<file path="src/rtl/logic_reduce_unit_pkg.sv">
// Shared encodings for logic_reduce_unit: operation select, control-FSM states, NUM_IN limits.
// Pure declarations, no logic; imported by the core and the top level.
package logic_reduce_unit_pkg;

  typedef enum logic [1:0] {
    OP_AND = 2'b00,
    OP_OR  = 2'b01,
    OP_XOR = 2'b10,
    OP_NOR = 2'b11
  } op_e;

  typedef enum logic [1:0] {
    EMPTY = 2'd0,
    ONE   = 2'd1,
    TWO   = 2'd2
  } state_e;

  localparam int NUM_IN_MIN = 2;
  localparam int NUM_IN_MAX = 8;

endpackage

</file>
<file path="src/rtl/logic_reduce_core.sv">
// logic_reduce_core: purely combinational bitwise AND/OR/XOR/NOR across NUM_IN packed operands.
// Zero latency, no flow control; zero flags an all-zeros result.
module logic_reduce_core
  import logic_reduce_unit_pkg::*;
#(
  parameter int WIDTH  = 32,
  parameter int NUM_IN = 2
) (
  input  logic [NUM_IN*WIDTH-1:0] In,
  input  logic [1:0]              Op,
  output logic [WIDTH-1:0]        result,
  output logic                    zero
);

  logic [WIDTH-1:0] red_and;
  logic [WIDTH-1:0] red_or;
  logic [WIDTH-1:0] red_xor;

  always_comb begin
    red_and = '1;
    red_or  = '0;
    red_xor = '0;
    for (int k = 0; k < NUM_IN; k++) begin
      red_and = red_and & In[k*WIDTH +: WIDTH];
      red_or  = red_or  | In[k*WIDTH +: WIDTH];
      red_xor = red_xor ^ In[k*WIDTH +: WIDTH];
    end
  end

  always_comb begin
    result = red_or;
    case (op_e'(Op))
      OP_AND: result = red_and;
      OP_OR:  result = red_or;
      OP_XOR: result = red_xor;
      OP_NOR: result = ~red_or;
      default: result = red_or;
    endcase
    zero = ~|result;
  end

endmodule

</file>
<file path="src/rtl/logic_reduce_unit.sv">
// logic_reduce_unit: registered bitwise reduction, 1-cycle latency, valid/ready on input and output.
// Stalls input via InReady when the result cannot drain; macro LOGIC_REDUCE_SKID_EN adds a skid entry and registers InReady.
module logic_reduce_unit
  import logic_reduce_unit_pkg::*;
#(
  parameter int WIDTH  = 32,
  parameter int NUM_IN = 2
) (
  input  logic                    Clk,
  input  logic                    Rst,
  input  logic [NUM_IN*WIDTH-1:0] In,
  input  logic [1:0]              Op,
  input  logic                    InValid,
  output logic                    InReady,
  output logic [WIDTH-1:0]        O,
  output logic                    Zero,
  output logic                    OutValid,
  input  logic                    OutReady
);

  generate
    if (NUM_IN < NUM_IN_MIN || NUM_IN > NUM_IN_MAX) begin : g_bad_num_in
      $error("logic_reduce_unit: NUM_IN must lie within 2..8");
    end
  endgenerate

  logic [WIDTH-1:0] red_res;
  logic             red_zero;

  logic_reduce_core #(
    .WIDTH  (WIDTH),
    .NUM_IN (NUM_IN)
  ) u_core (
    .In     (In),
    .Op     (Op),
    .result (red_res),
    .zero   (red_zero)
  );

  state_e           state_q, state_d;
  logic [WIDTH-1:0] main_q, main_d;
  logic             zero_q, zero_d;
  logic             out_vld_q, out_vld_d;
  logic             in_fire;
  logic             out_fire;

`ifdef LOGIC_REDUCE_SKID_EN
  logic [WIDTH-1:0] skid_q, skid_d;
  logic             skid_zero_q, skid_zero_d;
  logic             in_rdy_q, in_rdy_d;

  assign InReady = in_rdy_q;
`else
  // rdy_en_q keeps InReady low during reset and on the edge that releases it.
  logic rdy_en_q, rdy_en_d;

  assign InReady = rdy_en_q && (!out_vld_q || OutReady);
`endif

  assign in_fire  = InValid && InReady;
  assign out_fire = out_vld_q && OutReady;

  assign O        = main_q;
  assign Zero     = zero_q;
  assign OutValid = out_vld_q;

  always_comb begin
    state_d = state_q;
    main_d  = main_q;
    zero_d  = zero_q;
`ifdef LOGIC_REDUCE_SKID_EN
    skid_d      = skid_q;
    skid_zero_d = skid_zero_q;
`else
    rdy_en_d = 1'b1;
`endif
    case (state_q)
      EMPTY: begin
        if (in_fire) begin
          main_d  = red_res;
          zero_d  = red_zero;
          state_d = ONE;
        end
      end
      ONE: begin
        if (in_fire && out_fire) begin
          main_d = red_res;
          zero_d = red_zero;
`ifdef LOGIC_REDUCE_SKID_EN
        end else if (in_fire) begin
          skid_d      = red_res;
          skid_zero_d = red_zero;
          state_d     = TWO;
`endif
        end else if (out_fire) begin
          state_d = EMPTY;
        end
      end
`ifdef LOGIC_REDUCE_SKID_EN
      TWO: begin
        // The older result sits in main; on drain the skid entry takes its place.
        if (out_fire) begin
          main_d  = skid_q;
          zero_d  = skid_zero_q;
          state_d = ONE;
        end
      end
`endif
      default: state_d = EMPTY;
    endcase
    out_vld_d = (state_d != EMPTY);
`ifdef LOGIC_REDUCE_SKID_EN
    in_rdy_d = (state_d != TWO);
`endif
  end

  always_ff @(posedge Clk or negedge Rst) begin
    if (!Rst) begin
      state_q     <= EMPTY;
      main_q      <= '0;
      zero_q      <= 1'b0;
      out_vld_q   <= 1'b0;
`ifdef LOGIC_REDUCE_SKID_EN
      skid_q      <= '0;
      skid_zero_q <= 1'b0;
      in_rdy_q    <= 1'b0;
`else
      rdy_en_q    <= 1'b0;
`endif
    end else begin
      state_q     <= state_d;
      main_q      <= main_d;
      zero_q      <= zero_d;
      out_vld_q   <= out_vld_d;
`ifdef LOGIC_REDUCE_SKID_EN
      skid_q      <= skid_d;
      skid_zero_q <= skid_zero_d;
      in_rdy_q    <= in_rdy_d;
`else
      rdy_en_q    <= rdy_en_d;
`endif
    end
  end

endmodule
</file>
<file path="config.mk">
export PLATFORM = sky130hd
export DESIGN_NAME = logic_reduce_unit
export DESIGN_NICKNAME = d
export VERILOG_FILES = /design/src/rtl/logic_reduce_unit_pkg.sv /design/src/rtl/logic_reduce_core.sv /design/src/rtl/logic_reduce_unit.sv
export SDC_FILE = /design/constraint.sdc
export NUM_CORES = 1
export LEC_CHECK = 0
export CAP_MARGIN = 20
export CORE_MARGIN = 3
export CORE_UTILIZATION = 51
export CTS_BUF_LIST = sky130_fd_sc_hd__clkbuf_2 sky130_fd_sc_hd__clkbuf_4 sky130_fd_sc_hd__clkbuf_8
export CTS_CLUSTER_SIZE = 12
export DETAILED_ROUTE_END_ITERATION = 7
export DONT_BUFFER_PORTS = 1
export HOLD_SLACK_MARGIN = 0.06
export PLACE_DENSITY_LB_ADDON = 0.05
export SLEW_MARGIN = 20
export SYNTH_ARGS = -nofsm -noshare
export SYNTH_HDL_FRONTEND = slang
export SYNTH_SLANG_ARGS = --single-unit
</file>
<file path="constraint.sdc">
create_clock -name Clk -period 2 [get_ports Clk]
set_input_delay 0.5 -clock Clk [delete_from_list [all_inputs] [get_ports Clk]]
set_output_delay 0.5 -clock Clk [all_outputs]
set_load 0.1 [all_outputs]
</file>
==> results of run 1 <==
-- power by group through the flow --
stage	logic (mW)	registers, mW	clock network [mW]
finish	0.591	2.60	0.676
global route	0.672	2.63	0.729
CTS	0.606	2.61	0.693
detailed placement	0.582	2.63	0
global placement	0.562	2.63	0
floorplan	0.532	2.56	0
-- through the flow --
stage | worst slack [ns] | cell area, um2 | cells
final | 0.222 | 3730 | 410
after global routing | 0.140 | 3730 | 410
after CTS | 0.208 | 3730 | 410
after detailed placement | 0.0277 | 3580 | 400
after global placement | 0.0831 | 3580 | 400
after floorplan | 0.0125 | 3550 | 332
-- synthesized netlist by cell type (all sizes together) (2+ instances only) --
library cell and instances:
inv 66, ha 64, mux2i 64, dfrtp 37, mux2 32, xor2 32, buf 13, nor4 8
nand2 3, a211oi 2, conb 2, nand4 2, nor2b 2
-- worst max-delay path, delay by kind of cell, from the launching register on --
kind / cells / cell delay [ns]
simple gates: 2 / 0.44
flops: 1 / 0.38
buf+inv: 1 / 0.17
-- flip-flops by register name (all words and copies together), names as in the netlist --
| register | cells |
|---|---|
| state_q | 2 |
| O | 32 |
| OutValid | 1 |
| rdy_en_q | 1 |
| Zero | 1 |
-- final cells by class --
type / count / area [um2]
tap: 77 / 96.3
multi-input combinational: 215 / 2240
sequential: 37 / 927
clock inverter: 1 / 30.0
clock buffer: 7 / 90.1
inverter: 66 / 248
fill: 587 / 2800
timing repair buffer: 7 / 92.6
-- placed cells by master (no fill, tap or decap) --
cell type	instances
dfrtp_1	36
clkbuf_8	6
conb_1	2
mux2_2	32
nand2_1	3
mux2i_1	64
buf_4	3
o31ai_1	1
nor2b_1	1
bufinv_16	1
nor4_1	8
clkbuf_4	1
dfrtp_2	1
dlygate4sd3_1	1
a211oi_1	2
o21ai_0	1
a21oi_1	1
buf_12	3
nand4_1	2
xor2_1	32
ha_1	64
a2111oi_4	1
inv_1	66
nor2b_4	1
-- kinds of logic after synthesis --
kind of cell | after synthesis
muxes | 96
buffers and inverters | 80
adders and majority gates | 64
DFF | 37
xor gates and xnor gates | 32
and+or+nand+nor | 15
AOI/OAI and AO/OA | 6
other | 2
-- how the worst min path moves through the flow --
stage / slack [ns] / to / cells after the start / from
2_1_floorplan: 0.20 / O[0] / 0 / Rst
3_3_place_gp: 0.21 / state_q[1] / 0 / Rst
3_5_place_dp: 0.21 / rdy_en_q / 0 / Rst
4_1_cts: 0.44 / state_q[0] / 3 / OutReady
5_1_grt: 0.45 / state_q[0] / 3 / OutReady
6_report: 0.45 / state_q[0] / 3 / OutReady
-- per-layer routing --
layer	wire (um)	global-route usage [%]
met5	0	0
met1	2370	17.1
met2	3380	29.5
met4	49	4.06
met3	600	5.71
==> summary.txt, run 1 <==
Status
  – Status: finished, final reports clean

Clocking
  – Worst-Skew Late Latency: 0.28 ns
  – CTS max path bufs: 2
  – Post CTS Setup Buffer Count: 0
  – Clock Sinks: 37
  – Reg clk slew, reported paths: about 0.070 ns
  – Number of CTS-inserted buffers: 5
  – Hold_buf cts: 2
  – PostCTS Resize Cnt: 0
  – CTS tree: built
  – H-tree depth: 2
  – Root Driver: clkbuf_8

STA
  – # setup viols final: 0
  – Slew @ Worst Pin: 0.935 ns
  – Worst rel slew slack: a little under two fifths
  – Hold_ws: 0.447 ns
  – Min Clock Period, post-route: between 1.5 and 2 ns
  – Unrepaired setup endpoints after global routing: false
  – Setup TNS: 0 ns
  – Tcrit/Tclk final: between 80 and 90%
  – Endpoints failing hold: 0
  – Max Slew Vio Count: 0
  – Clock Skew: 0.00453 ns
  – Achievable Freq: 0.562 GHz

Synthesis
  – Synth Cell Area: around 3500 um2
  – Top post-synthesis cells by area: dfrtp_1 26%, ha_1 23%, mux2i_1 18%
  – Post-synthesis mux area share: 28.2%
  – Post-synthesis compound-gate area fraction: 1.69%
  – Synthesized area per cell: 10.7 um2
  – EDFF count, synth: 0
  – Mapped Nets: between 400 and 500
  – Seq/Total Area, Yosys: 26.1%
  – XOR/XNOR Fraction of Synth Area: under 10%
  – Largest family of logic cells by synthesized area: multiplexers
  – Adder-Cell Fraction of Synth Area: 22.6%
  – Distinct cell type count after synthesis: 22
  – Largest area contributor in the netlist: dfrtp_1
  – Post-synth top area share: 26.1%
  – Register bit count reported by yosys: 37
  – Share of synthesized registers carrying an async set or reset: between 90% and 100%
  – Synthesized instance count: 332
  – Post-synthesis simple-gate area fraction: 2.44%
  – Commonest register cell after synthesis: dfrtp_1
  – Synth Warn #: 0

Floorplanning
  – Cell Rows: 29
  – Die height: 89.4 um
  – Core area: 6530 um2
  – Die width: 89.4 um
  – Die area: 7990 um2
  – Initial core utilization: 54.3%
  – Io pins: roughly 110

Global routing
  – Initial antenna violation count: 0
  – Vias in the first global route: ~2100
  – Total global routing track utilization: 15.9%
  – Largest net degree at the start of global routing: 65
  – First-pass GRT wire length: 9860 um
  – GRT overflow: 0

Power and ir drop
  – Tot Pwr: 3.86 mW
  – Part of the power in registers: 67.2%
  – VDD IR max: around 820 uV
  – Switch Pwr: 2.19 mW
  – Power per cell area: 1040 nW/um2
  – Pint: 1.68 mW
  – Clock network fraction of design power: 17.5%
  – Leakage: 2.10 nW
  – Combinational Power Share: 15.3%
  – Net Sw Frac: 56.6%

Setup path
  – CP arrival: 1.28 ns
  – Critical Path End: InReady
  – Worst reg2reg endpoint: O[26]
  – Cell count of the worst reg-to-reg path: 4
  – R2R Setup Slk: roughly 0.39 ns
  – Worst endpoint required time: roughly 1.5 ns
  – Max FO, Critical Path: 3
  – CP Launch Point: OutValid
  – CP Cell Sequence: nor2b_1, nor2b_4, buf_12
  – Worst path slowest cell: dfrtp_2
  – Crit path launch type: register
  – Critical path class: reg2out
  – Setup crit end kind: primary output
  – R2r startpoint: OutValid
  – Critical path's largest stage delay: 0.38 ns

Drt
  – Initial drt markers: 47
  – Vias per cell: 5.25
  – DR vias: 2153
  – WL final: 6400 um
  – First drt pass iteration count: 4
  – DRC viols: 0
  – Post-route antenna net violation count: 0
  – Avg WL per Cell: 15.6 um

Cells and area
  – Area Overhead vs Synth: 5.15%
  – N_diodes: 0
  – Final Util: 57.1%
  – Nets@finish: 466
  – Fraction of final layout cells sized beyond drive strength 1: 14.7%

Flow run
  – Max Cap Viol: 0

Placed design
  – I/O Buffers: 0
  – Placer Congestion: between 0.7 and 0.8
  – Final HPWL DP: 5090 um

Hold path
  – Hold Path Class: in2reg
Note: power is estimated with default switching activity, not from simulation.
==> inputs of run 2 (changes only) <==
- MAX_ROUTING_LAYER: default -> met4
==> summary.txt, run 2 (synthesized netlist as in run 1, its figures left out) <==
STA
  – Worst setup margin: roughly 0.22 ns
  – Slew @ Worst Pin: 0.934 ns
  – # setup viols final: 0
  – Unrepaired setup endpoints after global routing: false
  – Clock Skew: around 0.0029 ns
  – Max Slew Vio Count: 0
  – Achievable Freq: 0.563 GHz
  – Min Clock Period, post-route: 1.78 ns
  – Worst rel slew slack: 37.7%
  – Setup TNS: 0 ns
  – Tcrit/Tclk final: between 80% and 90%
  – Endpoints failing hold: 0

Floorplanning
  – Initial core utilization: 54.3%
  – Cell Rows: 29
  – Io pins: 105
  – Die width: just under 90 um
  – Core area: 6530 um2
  – Die height: 89.4 um
  – Die area: 7990 um2

Clocking
  – Number of CTS-inserted buffers: 5
  – PostCTS Resize Cnt: 0
  – Post CTS Setup Buffer Count: 0
  – Reg clk slew, reported paths: 0.07 ns
  – Worst-Skew Late Latency: 0.28 ns
  – Clock Sinks: 37
  – H-tree depth: 2
  – CTS max path bufs: 2
  – CTS tree: built
  – Root Driver: clkbuf_8

Setup path
  – CP Cell Sequence: nor2b_1, nor2b_4, buf_12
  – Critical path's largest stage delay: 0.38 ns
  – Critical path buffers and inverters: 1
  – Crit. path cell count: 3
  – Crit path launch type: register
  – CP arrival: roughly 1.3 ns
  – Setup crit end kind: primary output
  – CP top delay family: simple AND/OR/NAND/NOR gates
  – Worst path slowest cell: dfrtp_2
  – Max FO, Critical Path: 3
  – Worst endpoint required time: 1.50 ns
  – Cell count of the worst reg-to-reg path: 4
  – Critical path class: reg2out

Cells and area
  – Commonest non-fill, non-tap cell in the layout: inv_1
  – Final non-filler cell total: just over 400
  – N_diodes: 0
  – Area Overhead vs Synth: 5.15%
  – Multi-input gate area: 2240 um2
  – Fraction of final layout cells sized beyond drive strength 1: between 10% and 20%
  – Area occupied by registers: 927 um2
  – Nets@finish: 466
  – Fillers: 587
  – Max reg flops: 32
  – Most frequent cells in the layout: 66 x inv_1, 64 x mux2i_1, 64 x ha_1

Global routing
  – Initial antenna violation count: 0
  – Vias in the first global route: 2113
  – GRT overflow: 0
  – First-pass GRT wire length: slightly below 10000 um
  – Total global routing track utilization: 16.4%
  – Largest net degree at the start of global routing: 65

Placed design
  – Placer Congestion: between 0.7 and 0.8
  – Final HPWL DP: 5090 um
  – I/O Buffers: 0
  – Place WS: between 0.02 and 0.03 ns
  – Placed insts: 400

Hold path
  – Worst hold stages: 3
  – Hold Path Class: in2reg

Power and ir drop
  – Combinational Power Share: 15.3%
  – Pint: 1.68 mW
  – Net Sw Frac: roughly 57%
  – Power per cell area: 1040 nW/um2
  – Clock network fraction of design power: approximately 18%
  – Leakage: 2.10 nW
  – Part of the power in registers: approximately two thirds
  – VDD IR max: 820 uV
  – Switch Pwr: 2.19 mW

Drt
  – WL final: 6390 um
  – Post-route antenna net violation count: 0
  – First drt pass iteration count: 4
  – DRC viols: 0
  – Vias per cell: 5.24
  – Initial drt markers: 49
  – Avg WL per Cell: 15.6 um
  – DR vias: 2149

Flow run
  – Max Cap Viol: 0

Status
  – Status: finished, final reports clean
[run 2: cell counts in the layout (fill, tap and decap cells not counted)]
Identical to the previous run, type by type.
[run 2: tightest hold or removal path, cell delays in order]
cell	delay [ns]
nand2_1	0.03
o21ai_0	0.08
a211oi_1	0.08
[run 2: per-stage QoR]
| stage | hold WS [ns] | utilization [%] | total power [mW] | cell area, um2 |
|---|---|---|---|---|
| global placement | 0.205 | 54.8 | 3.19 | 3580 |
| floorplan | 0.204 | - | 3.09 | 3550 |
| finish | 0.447 | 57.1 | 3.87 | 3730 |
| CTS | 0.442 | 57.1 | 3.91 | 3730 |
| global route | 0.450 | 57.1 | 4.03 | 3730 |
| detailed placement | 0.205 | 54.8 | 3.21 | 3580 |
[run 2: what timing repair did]
item	in CTS	in global routing
hold buffers	2	0
setup endpoints to repair	0	0
endpoints found under the hold margin	37	0
[run 2: routing by layer]
metal	vias to the layer above	GRT usage [%]	wire length, um
met5	-	-	0
met4	0	4.06	49
met3	5	5.07	575
met2	58	29.5	3350
met1	1005	17.5	2410
li1	1081	-	-
[run 2: power groups by stage]
stage | clock network [mW] | registers (mW) | logic [mW]
global placement | 0 | 2.63 | 0.562
floorplan | 0 | 2.56 | 0.532
global route | 0.729 | 2.63 | 0.672
finish | 0.677 | 2.60 | 0.591
CTS | 0.693 | 2.61 | 0.606
detailed placement | 0 | 2.63 | 0.582
[run 2: cell type report]
class                           instances  share of cell area (%)
Clock inverter                          1                   0.806
Multi-Input combinational cell        215                    60.2
Sequential cell                        37                    24.9
Inverter                               66                    6.65
Tap cell                               77                    2.58
Timing Repair Buffer                    7                    2.48
Clock buffer                            7                    2.42
[run 2: path summary, 6_finish.rpt]
check                           start    endpoint  slack [ns]
setup / recovery             OutValid     InReady        0.22
hold / removal               OutReady  state_q[0]        0.45
setup reg to reg             OutValid       O[26]        0.39
hold reg to reg            state_q[1]  state_q[0]        0.51
max in group asynchronous         Rst    OutValid        1.13
min in group asynchronous         Rst        O[2]        0.69
